**src/rtl/wb_pkg.sv**
```systemverilog
// Shared types and constants for the write-back stage slice (wb_stage, wb_fifo).
package wb_pkg;

   localparam int unsigned DATA_W   = 32;
   localparam int unsigned ADDR_W   = 5;
   localparam int unsigned NUM_REGS = 20;

   typedef struct packed {
      logic [ADDR_W-1:0] rd;
      logic [DATA_W-1:0] data;
   } wb_entry_t;

   typedef enum logic [1:0] {
      SEL_NONE,
      SEL_ALU,
      SEL_FIFO
   } wb_sel_e;

   function automatic logic rd_writable(input logic [ADDR_W-1:0] rd,
                                        input int unsigned      num_regs);
      return (rd != '0) && (32'(rd) < num_regs);
   endfunction

endpackage

```
**src/rtl/wb_fifo.sv**
```systemverilog
// In-order buffer for long-latency results waiting for an idle write slot.
// With WB_SCOREBOARD_EN, exposes per-slot occupancy and destination for hazard checks.
module wb_fifo
   import wb_pkg::*;
#(
   parameter  int unsigned DEPTH = 2,
   localparam int unsigned CNT_W = $clog2(DEPTH + 1),
   localparam int unsigned PTR_W = (DEPTH > 1) ? $clog2(DEPTH) : 1
) (
   input  logic                         clk,
   input  logic                         reset,
   input  logic                         push,
   input  wb_entry_t                    push_entry,
   input  logic                         pop,
   output logic [CNT_W-1:0]             count,
   output logic                         full,
   output logic                         empty,
   output wb_entry_t                    head
`ifdef WB_SCOREBOARD_EN
   ,
   output logic [DEPTH-1:0]             slot_valid,
   output logic [DEPTH-1:0][ADDR_W-1:0] slot_rd
`endif
);

   wb_entry_t        mem [DEPTH];
   logic [PTR_W-1:0] wr_ptr;
   logic [PTR_W-1:0] rd_ptr;
   logic             do_push;
   logic             do_pop;

   function automatic logic [PTR_W-1:0] ptr_inc(input logic [PTR_W-1:0] p);
      return (p == PTR_W'(DEPTH - 1)) ? '0 : p + 1'b1;
   endfunction

   assign full    = (count == CNT_W'(DEPTH));
   assign empty   = (count == '0);
   assign do_push = push && !full;
   assign do_pop  = pop && !empty;
   assign head    = mem[rd_ptr];

   always_ff @(posedge clk or posedge reset) begin
      if (reset) begin
         wr_ptr <= '0;
         rd_ptr <= '0;
         count  <= '0;
      end else begin
         if (do_push) wr_ptr <= ptr_inc(wr_ptr);
         if (do_pop)  rd_ptr <= ptr_inc(rd_ptr);
         case ({do_push, do_pop})
            2'b10:   count <= count + 1'b1;
            2'b01:   count <= count - 1'b1;
            default: count <= count;
         endcase
      end
   end

   always_ff @(posedge clk) begin
      if (do_push) mem[wr_ptr] <= push_entry;
   end

`ifdef WB_SCOREBOARD_EN
   always_ff @(posedge clk or posedge reset) begin
      if (reset) begin
         slot_valid <= '0;
      end else begin
         // Pop clears before push sets, so a slot reused in the same cycle stays valid.
         for (int unsigned i = 0; i < DEPTH; i++) begin
            if (do_pop && (rd_ptr == PTR_W'(i)))  slot_valid[i] <= 1'b0;
            if (do_push && (wr_ptr == PTR_W'(i))) slot_valid[i] <= 1'b1;
         end
      end
   end

   always_comb begin
      slot_rd = '0;
      for (int unsigned i = 0; i < DEPTH; i++) slot_rd[i] = mem[i].rd;
   end
`endif

endmodule

```
**src/rtl/wb_stage.sv**
```systemverilog
// Write-back stage: merges ALU results and buffered long-port results onto the single bank write port.
// Optional hazard-check ports are built when WB_SCOREBOARD_EN is defined.
module wb_stage
   import wb_pkg::*;
#(
   parameter int unsigned NUM_REGS   = wb_pkg::NUM_REGS,
   parameter int unsigned FIFO_DEPTH = 2
) (
   input  logic                             clk,
   input  logic                             reset,
   input  logic                             alu_valid,
   input  logic [ADDR_W-1:0]                alu_rd,
   input  logic [DATA_W-1:0]                alu_data,
   input  logic                             lng_valid,
   output logic                             lng_ready,
   input  logic [ADDR_W-1:0]                lng_rd,
   input  logic [DATA_W-1:0]                lng_data,
   output logic                             pw,
   output logic [ADDR_W-1:0]                write_addr,
   output logic [DATA_W-1:0]                write_data,
   output logic [$clog2(FIFO_DEPTH+1)-1:0]  fifo_count
`ifdef WB_SCOREBOARD_EN
   ,
   input  logic [ADDR_W-1:0]                chk_addr1,
   input  logic [ADDR_W-1:0]                chk_addr2,
   output logic                             chk_hazard1,
   output logic                             chk_hazard2
`endif
);

   logic      alu_ok;
   logic      lng_push;
   logic      fifo_pop;
   logic      fifo_full;
   logic      fifo_empty;
   logic      ready_en;
   wb_entry_t fifo_head;
   wb_sel_e   sel;

`ifdef WB_SCOREBOARD_EN
   logic [FIFO_DEPTH-1:0]             slot_valid;
   logic [FIFO_DEPTH-1:0][ADDR_W-1:0] slot_rd;
`endif

   assign alu_ok    = alu_valid && rd_writable(alu_rd, NUM_REGS);
   // Invalid long writes still handshake; they just never enter the buffer.
   assign lng_push  = lng_valid && lng_ready && rd_writable(lng_rd, NUM_REGS);
   assign lng_ready = ready_en && !fifo_full;
   assign fifo_pop  = (sel == SEL_FIFO);

   wb_fifo #(
      .DEPTH (FIFO_DEPTH)
   ) u_fifo (
      .clk        (clk),
      .reset      (reset),
      .push       (lng_push),
      .push_entry ('{rd: lng_rd, data: lng_data}),
      .pop        (fifo_pop),
      .count      (fifo_count),
      .full       (fifo_full),
      .empty      (fifo_empty),
      .head       (fifo_head)
`ifdef WB_SCOREBOARD_EN
      ,
      .slot_valid (slot_valid),
      .slot_rd    (slot_rd)
`endif
   );

   always_comb begin
      sel = SEL_NONE;
      if (alu_ok)           sel = SEL_ALU;
      else if (!fifo_empty) sel = SEL_FIFO;
   end

   always_ff @(posedge clk or posedge reset) begin
      if (reset) begin
         pw         <= 1'b0;
         write_addr <= '0;
         write_data <= '0;
         ready_en   <= 1'b0;
      end else begin
         ready_en <= 1'b1;
         case (sel)
            SEL_ALU: begin
               pw         <= 1'b1;
               write_addr <= alu_rd;
               write_data <= alu_data;
            end
            SEL_FIFO: begin
               pw         <= 1'b1;
               write_addr <= fifo_head.rd;
               write_data <= fifo_head.data;
            end
            default: pw <= 1'b0;
         endcase
      end
   end

`ifdef WB_SCOREBOARD_EN
   always_comb begin
      chk_hazard1 = pw && (write_addr == chk_addr1);
      chk_hazard2 = pw && (write_addr == chk_addr2);
      for (int unsigned i = 0; i < FIFO_DEPTH; i++) begin
         if (slot_valid[i] && (slot_rd[i] == chk_addr1)) chk_hazard1 = 1'b1;
         if (slot_valid[i] && (slot_rd[i] == chk_addr2)) chk_hazard2 = 1'b1;
      end
      if (chk_addr1 == '0) chk_hazard1 = 1'b0;
      if (chk_addr2 == '0) chk_hazard2 = 1'b0;
   end
`endif

endmodule

```
**config.mk**
```make
export PLATFORM = sky130hd
export DESIGN_NAME = wb_stage
export DESIGN_NICKNAME = d
export VERILOG_FILES = /design/src/rtl/wb_pkg.sv /design/src/rtl/wb_fifo.sv /design/src/rtl/wb_stage.sv
export SDC_FILE = /design/constraint.sdc
export NUM_CORES = 1
export LEC_CHECK = 0
export CAP_MARGIN = 20
export CELL_PAD_IN_SITES_DETAIL_PLACEMENT = 2
export CELL_PAD_IN_SITES_GLOBAL_PLACEMENT = 2
export CORE_MARGIN = 1.5
export CORE_UTILIZATION = 35
export CTS_BUF_LIST = sky130_fd_sc_hd__clkbuf_4 sky130_fd_sc_hd__clkbuf_8 sky130_fd_sc_hd__clkbuf_16
export CTS_CLUSTER_DIAMETER = 40
export DETAILED_ROUTE_END_ITERATION = 12
export PLACE_DENSITY_LB_ADDON = 0.1
export SLEW_MARGIN = 10
export SYNTH_ARGS = -nofsm -noshare
export SYNTH_HDL_FRONTEND = slang
export SYNTH_SLANG_ARGS = --single-unit
```
**constraint.sdc**
```tcl
create_clock -name clk -period 7.12 [get_ports clk]
set_input_delay 0.712 -clock clk [delete_from_list [all_inputs] [get_ports clk]]
set_output_delay 0.712 -clock clk [all_outputs]
set_load 0.05 [all_outputs]
```
==> qor.yml <==
critical_path.top_delay_family: "buffers and inverters"
grt_usage_pct: 18.6
critical_path_buf_inv_count: 2
max_slew.worst_pin.slew_ns: 0.943
number_of_rows_in_the_core_area: 42
synthXorXnorAreaFrac_pct: 0.930
floorplan.initialDensity_pct: 35.7
drt_wl_total_um: 12200
clk_transition_reported_paths_ns: 0.05
synth.area.top_cells: "sky130_fd_sc_hd__edfxtp_1, sky130_fd_sc_hd__dfrtp_1, sky130_fd_sc_hd__mux2i_1"
avgSynthCellArea_um2: 13.5
crit-reg2reg-launch: "u_fifo.count[0]"
vdd_drop_max_uv: 194
route.detailed.drc: 0
ys_ff_latch: 117
cellLeakagePower_nw: 2.53
min_to: "write_addr[3]"
avgRoutedWirePerCell_um: 18.4
routabilityCongestion: 0.710
clock-sinks: 117
rsz0062_at_grt: "no"
critical_path.cell_chain: "inv_1 > a21boi_0 > clkdlybuf4s50_1"
largest_net_degree_at_the_start_of_global_routing: 75
cp_data_required_time_ns: 6.41
post-dp-hpwl_um: 7980
synth_compound_area_share_pct: 10.1
final_layout_size_suffix_gt1_share_pct: 13.2
tritoncts.num_buffers: 17
cts_h_tree_depth: 4
yosysWarningCount: 0
netlist.area_leader.share_pct: 47.2
critical_path.max_fanout: 6
n_antenna_cell: 0
worst_hold_startpoint: "write_addr[3]"
synth.lib_cells_used.distinct: 28
cts_tree: "done"
mappedNetlistArea_mm2: 0.00471
power_density_mw_per_mm2: 431
coreArea_mm2: 0.0132
period_utilization_post_route_pct: 40.6
clkLatencyLatePin_ns: 0.41
r2r_slack_ns: 4.62
first_global_vias: 3667
post_cts_buffers: 0
die_height_um: 119
min_delay_path_depth: 2
timing.slew.headroom_pct: 37.2
antenna_found_initial: 0
synth-adder-area-share_pct: 0.266
io-pin-count: 119
worst-r2r-cell-count: 5
fill_cells: 1293
synth-seq-area-share_pct: 70.1
yosys_most_used_dff: "sky130_fd_sc_hd__edfxtp_1"
port-buffer-count: 118
cts_resized: 0
grt_first_pass_wirelength_um: 19700
drt_pre_antenna_iters: 4
final_core_util_pct: 50.0
min-delay-path-class: "flop to flop"
number_of_flops_mapped_to_enable_cells_by_yosys: 74
viasPerCell: 4.81
worstSetupPathType: "flop to output port"
skew_ns: 0.00841
reg2reg_to: "u_fifo.mem[1][22]"
synthArstFlopShare_pct: 36.8
worstSetupStartpointType: "flop"
critical_path.max_stage_delay_ns: 0.90
fmax_mhz: 346
setup_violations: 0
dr.first_iter.drc_count: 108
worst-endpoint-arrival_ns: 2.18
clk_path_buf_depth: 2
finalMaxSlewViolations: 0
yosys.area_share.simple_pct: 7.31
synth_cells: 350
clock-root-buffer: "sky130_fd_sc_hd__clkbuf_16"
period_minus_slack_ns: 2.89
worstSetupEndpointType: "output port"
cts_hold_buffers: 0
cpMaxStageDelayCell: "sky130_fd_sc_hd__clkdlybuf4s50_1"
final_antenna_net_count: 0
largest_family_of_logic_cells_by_synthesized_area: "compound AO/OA/AOI/OAI gates"
layout-area-overhead-vs-synth_pct: 40.0
synth.area.mux_share_pct: 8.11
die_area_mm2: 0.0142
via_count: 3177
synthesis.nets: 429
run_status: "complete, no violations"
final.setup.tns_ns: 0
finish.net_count: 551
synth.largest_area_cell: "sky130_fd_sc_hd__edfxtp_1"
hold_viol_final: 0
grt_overflow_total: 0
fp.dieW_um: 119
drv_cap: 0
-- area by class of cell --
| class | instances | area, µm² | share of cell area (%) |
|---|---|---|---|
| Sequential cell | 117 | 3300 | 50.0 |
| Multi-Input combinational cell | 209 | 1290 | 19.6 |
| Tap cell | 176 | 220 | 3.34 |
| Timing Repair Buffer | 123 | 1230 | 18.7 |
| Inverter | 4 | 15.0 | 0.228 |
| Clock buffer | 26 | 505 | 7.67 |
| Clock inverter | 6 | 28.8 | 0.436 |
-- registers in the layout (all words and copies together) (netlist names) --
name,cells
ready_en,1
u_fifo.wr_ptr,1
u_fifo.rd_ptr,1
pw,1
write_data,32
u_fifo.mem,74
u_fifo.count,2
write_addr,5
-- kinds of logic (layout without fill, tap and decap cells) --
family                     count (synthesis)  count (layout)
muxes                                     38              38
DFF                                      117             117
AOI/OAI and AO/OA                         77              77
adders and majority gates                  1               1
other                                      1               1
xor gates and xnor gates                   5               5
buffers and inverters                     24             159
and+or+nand+nor                           87              87
-- synth_stat cells, types with 2 or more instances --
cell                       count
sky130_fd_sc_hd__buf_1         2
sky130_fd_sc_hd__or3_1         2
sky130_fd_sc_hd__xor2_1        2
sky130_fd_sc_hd__o21ai_1      16
sky130_fd_sc_hd__dfrtp_1      43
sky130_fd_sc_hd__inv_1         4
sky130_fd_sc_hd__nand2_1      38
sky130_fd_sc_hd__edfxtp_1     74
sky130_fd_sc_hd__o21ai_2      20
sky130_fd_sc_hd__mux2i_1      37
sky130_fd_sc_hd__clkbuf_1      5
sky130_fd_sc_hd__buf_2         6
sky130_fd_sc_hd__nor2_1       43
sky130_fd_sc_hd__a21oi_1      36
sky130_fd_sc_hd__buf_6         7
sky130_fd_sc_hd__xnor2_1       3
-- cell usage in the layout (no fill, tap or decap), types with 5 or more instances in the layout --
cell / instances
sky130_fd_sc_hd__clkinv_2: 5
sky130_fd_sc_hd__edfxtp_1: 74
sky130_fd_sc_hd__dfrtp_1: 42
sky130_fd_sc_hd__nor2_1: 40
sky130_fd_sc_hd__a21oi_1: 36
sky130_fd_sc_hd__nand2_1: 38
sky130_fd_sc_hd__clkbuf_16: 17
sky130_fd_sc_hd__o21ai_2: 20
sky130_fd_sc_hd__o21ai_1: 16
sky130_fd_sc_hd__clkbuf_4: 7
sky130_fd_sc_hd__clkdlybuf4s50_1: 118
sky130_fd_sc_hd__mux2i_1: 37
-- routing by layer --
metal  GRT usage (%)  share of wire (%)  up-vias
li1                -                  -     1493
met2            32.3                 51       80
met1            21.9                 43     1591
met4            6.78                1.5        0
met3            5.60                4.4       13
met5               0                  0        -
-- power breakdown --
group / internal (mW) / switching, mW / total, mW / leakage (nW)
clock: 0.484 / 0.283 / 0.767 / 0.277
combinational: 0.391 / 0.709 / 1.10 / 1.06
sequential: 0.868 / 0.103 / 0.971 / 1.19
total: 1.74 / 1.10 / 2.84 / 2.53
-- tightest hold or removal path: stages (launching register included) --
cell and delay, ns:
sky130_fd_sc_hd__dfrtp_1 0.34, sky130_fd_sc_hd__a21oi_1 0.07, sky130_fd_sc_hd__o21ai_2 0.09
-- worst max path at each step --
stage,cells after the start,slack [ns],start,end
detailed placement,7,3.83,alu_rd[3],u_fifo.count[1]
floorplan,4,2.71,u_fifo.count[0],u_fifo.mem[0][0]
global route,7,4.00,alu_rd[3],u_fifo.count[1]
CTS,3,4.15,u_fifo.count[0],lng_ready
finish,3,4.23,u_fifo.count[0],lng_ready
global placement,6,4.00,lng_rd[3],u_fifo.mem[0][27]
-- stage by stage --
stage / cells / worst slack (ns) / power [mW] / hold slack [ns] / cell area [µm²]
after floorplan: 350 / 2.71 / 1.71 / 0.468 / 4710
after global placement: 628 / 4.00 / 2.07 / 0.523 / 6040
after detailed placement: 628 / 3.83 / 2.10 / 0.530 / 6040
after CTS: 660 / 4.15 / 2.88 / 0.546 / 6570
after global routing: 661 / 4.00 / 2.98 / 0.568 / 6590
final: 661 / 4.23 / 2.84 / 0.540 / 6590
Note: power is estimated with default switching activity, not from simulation.
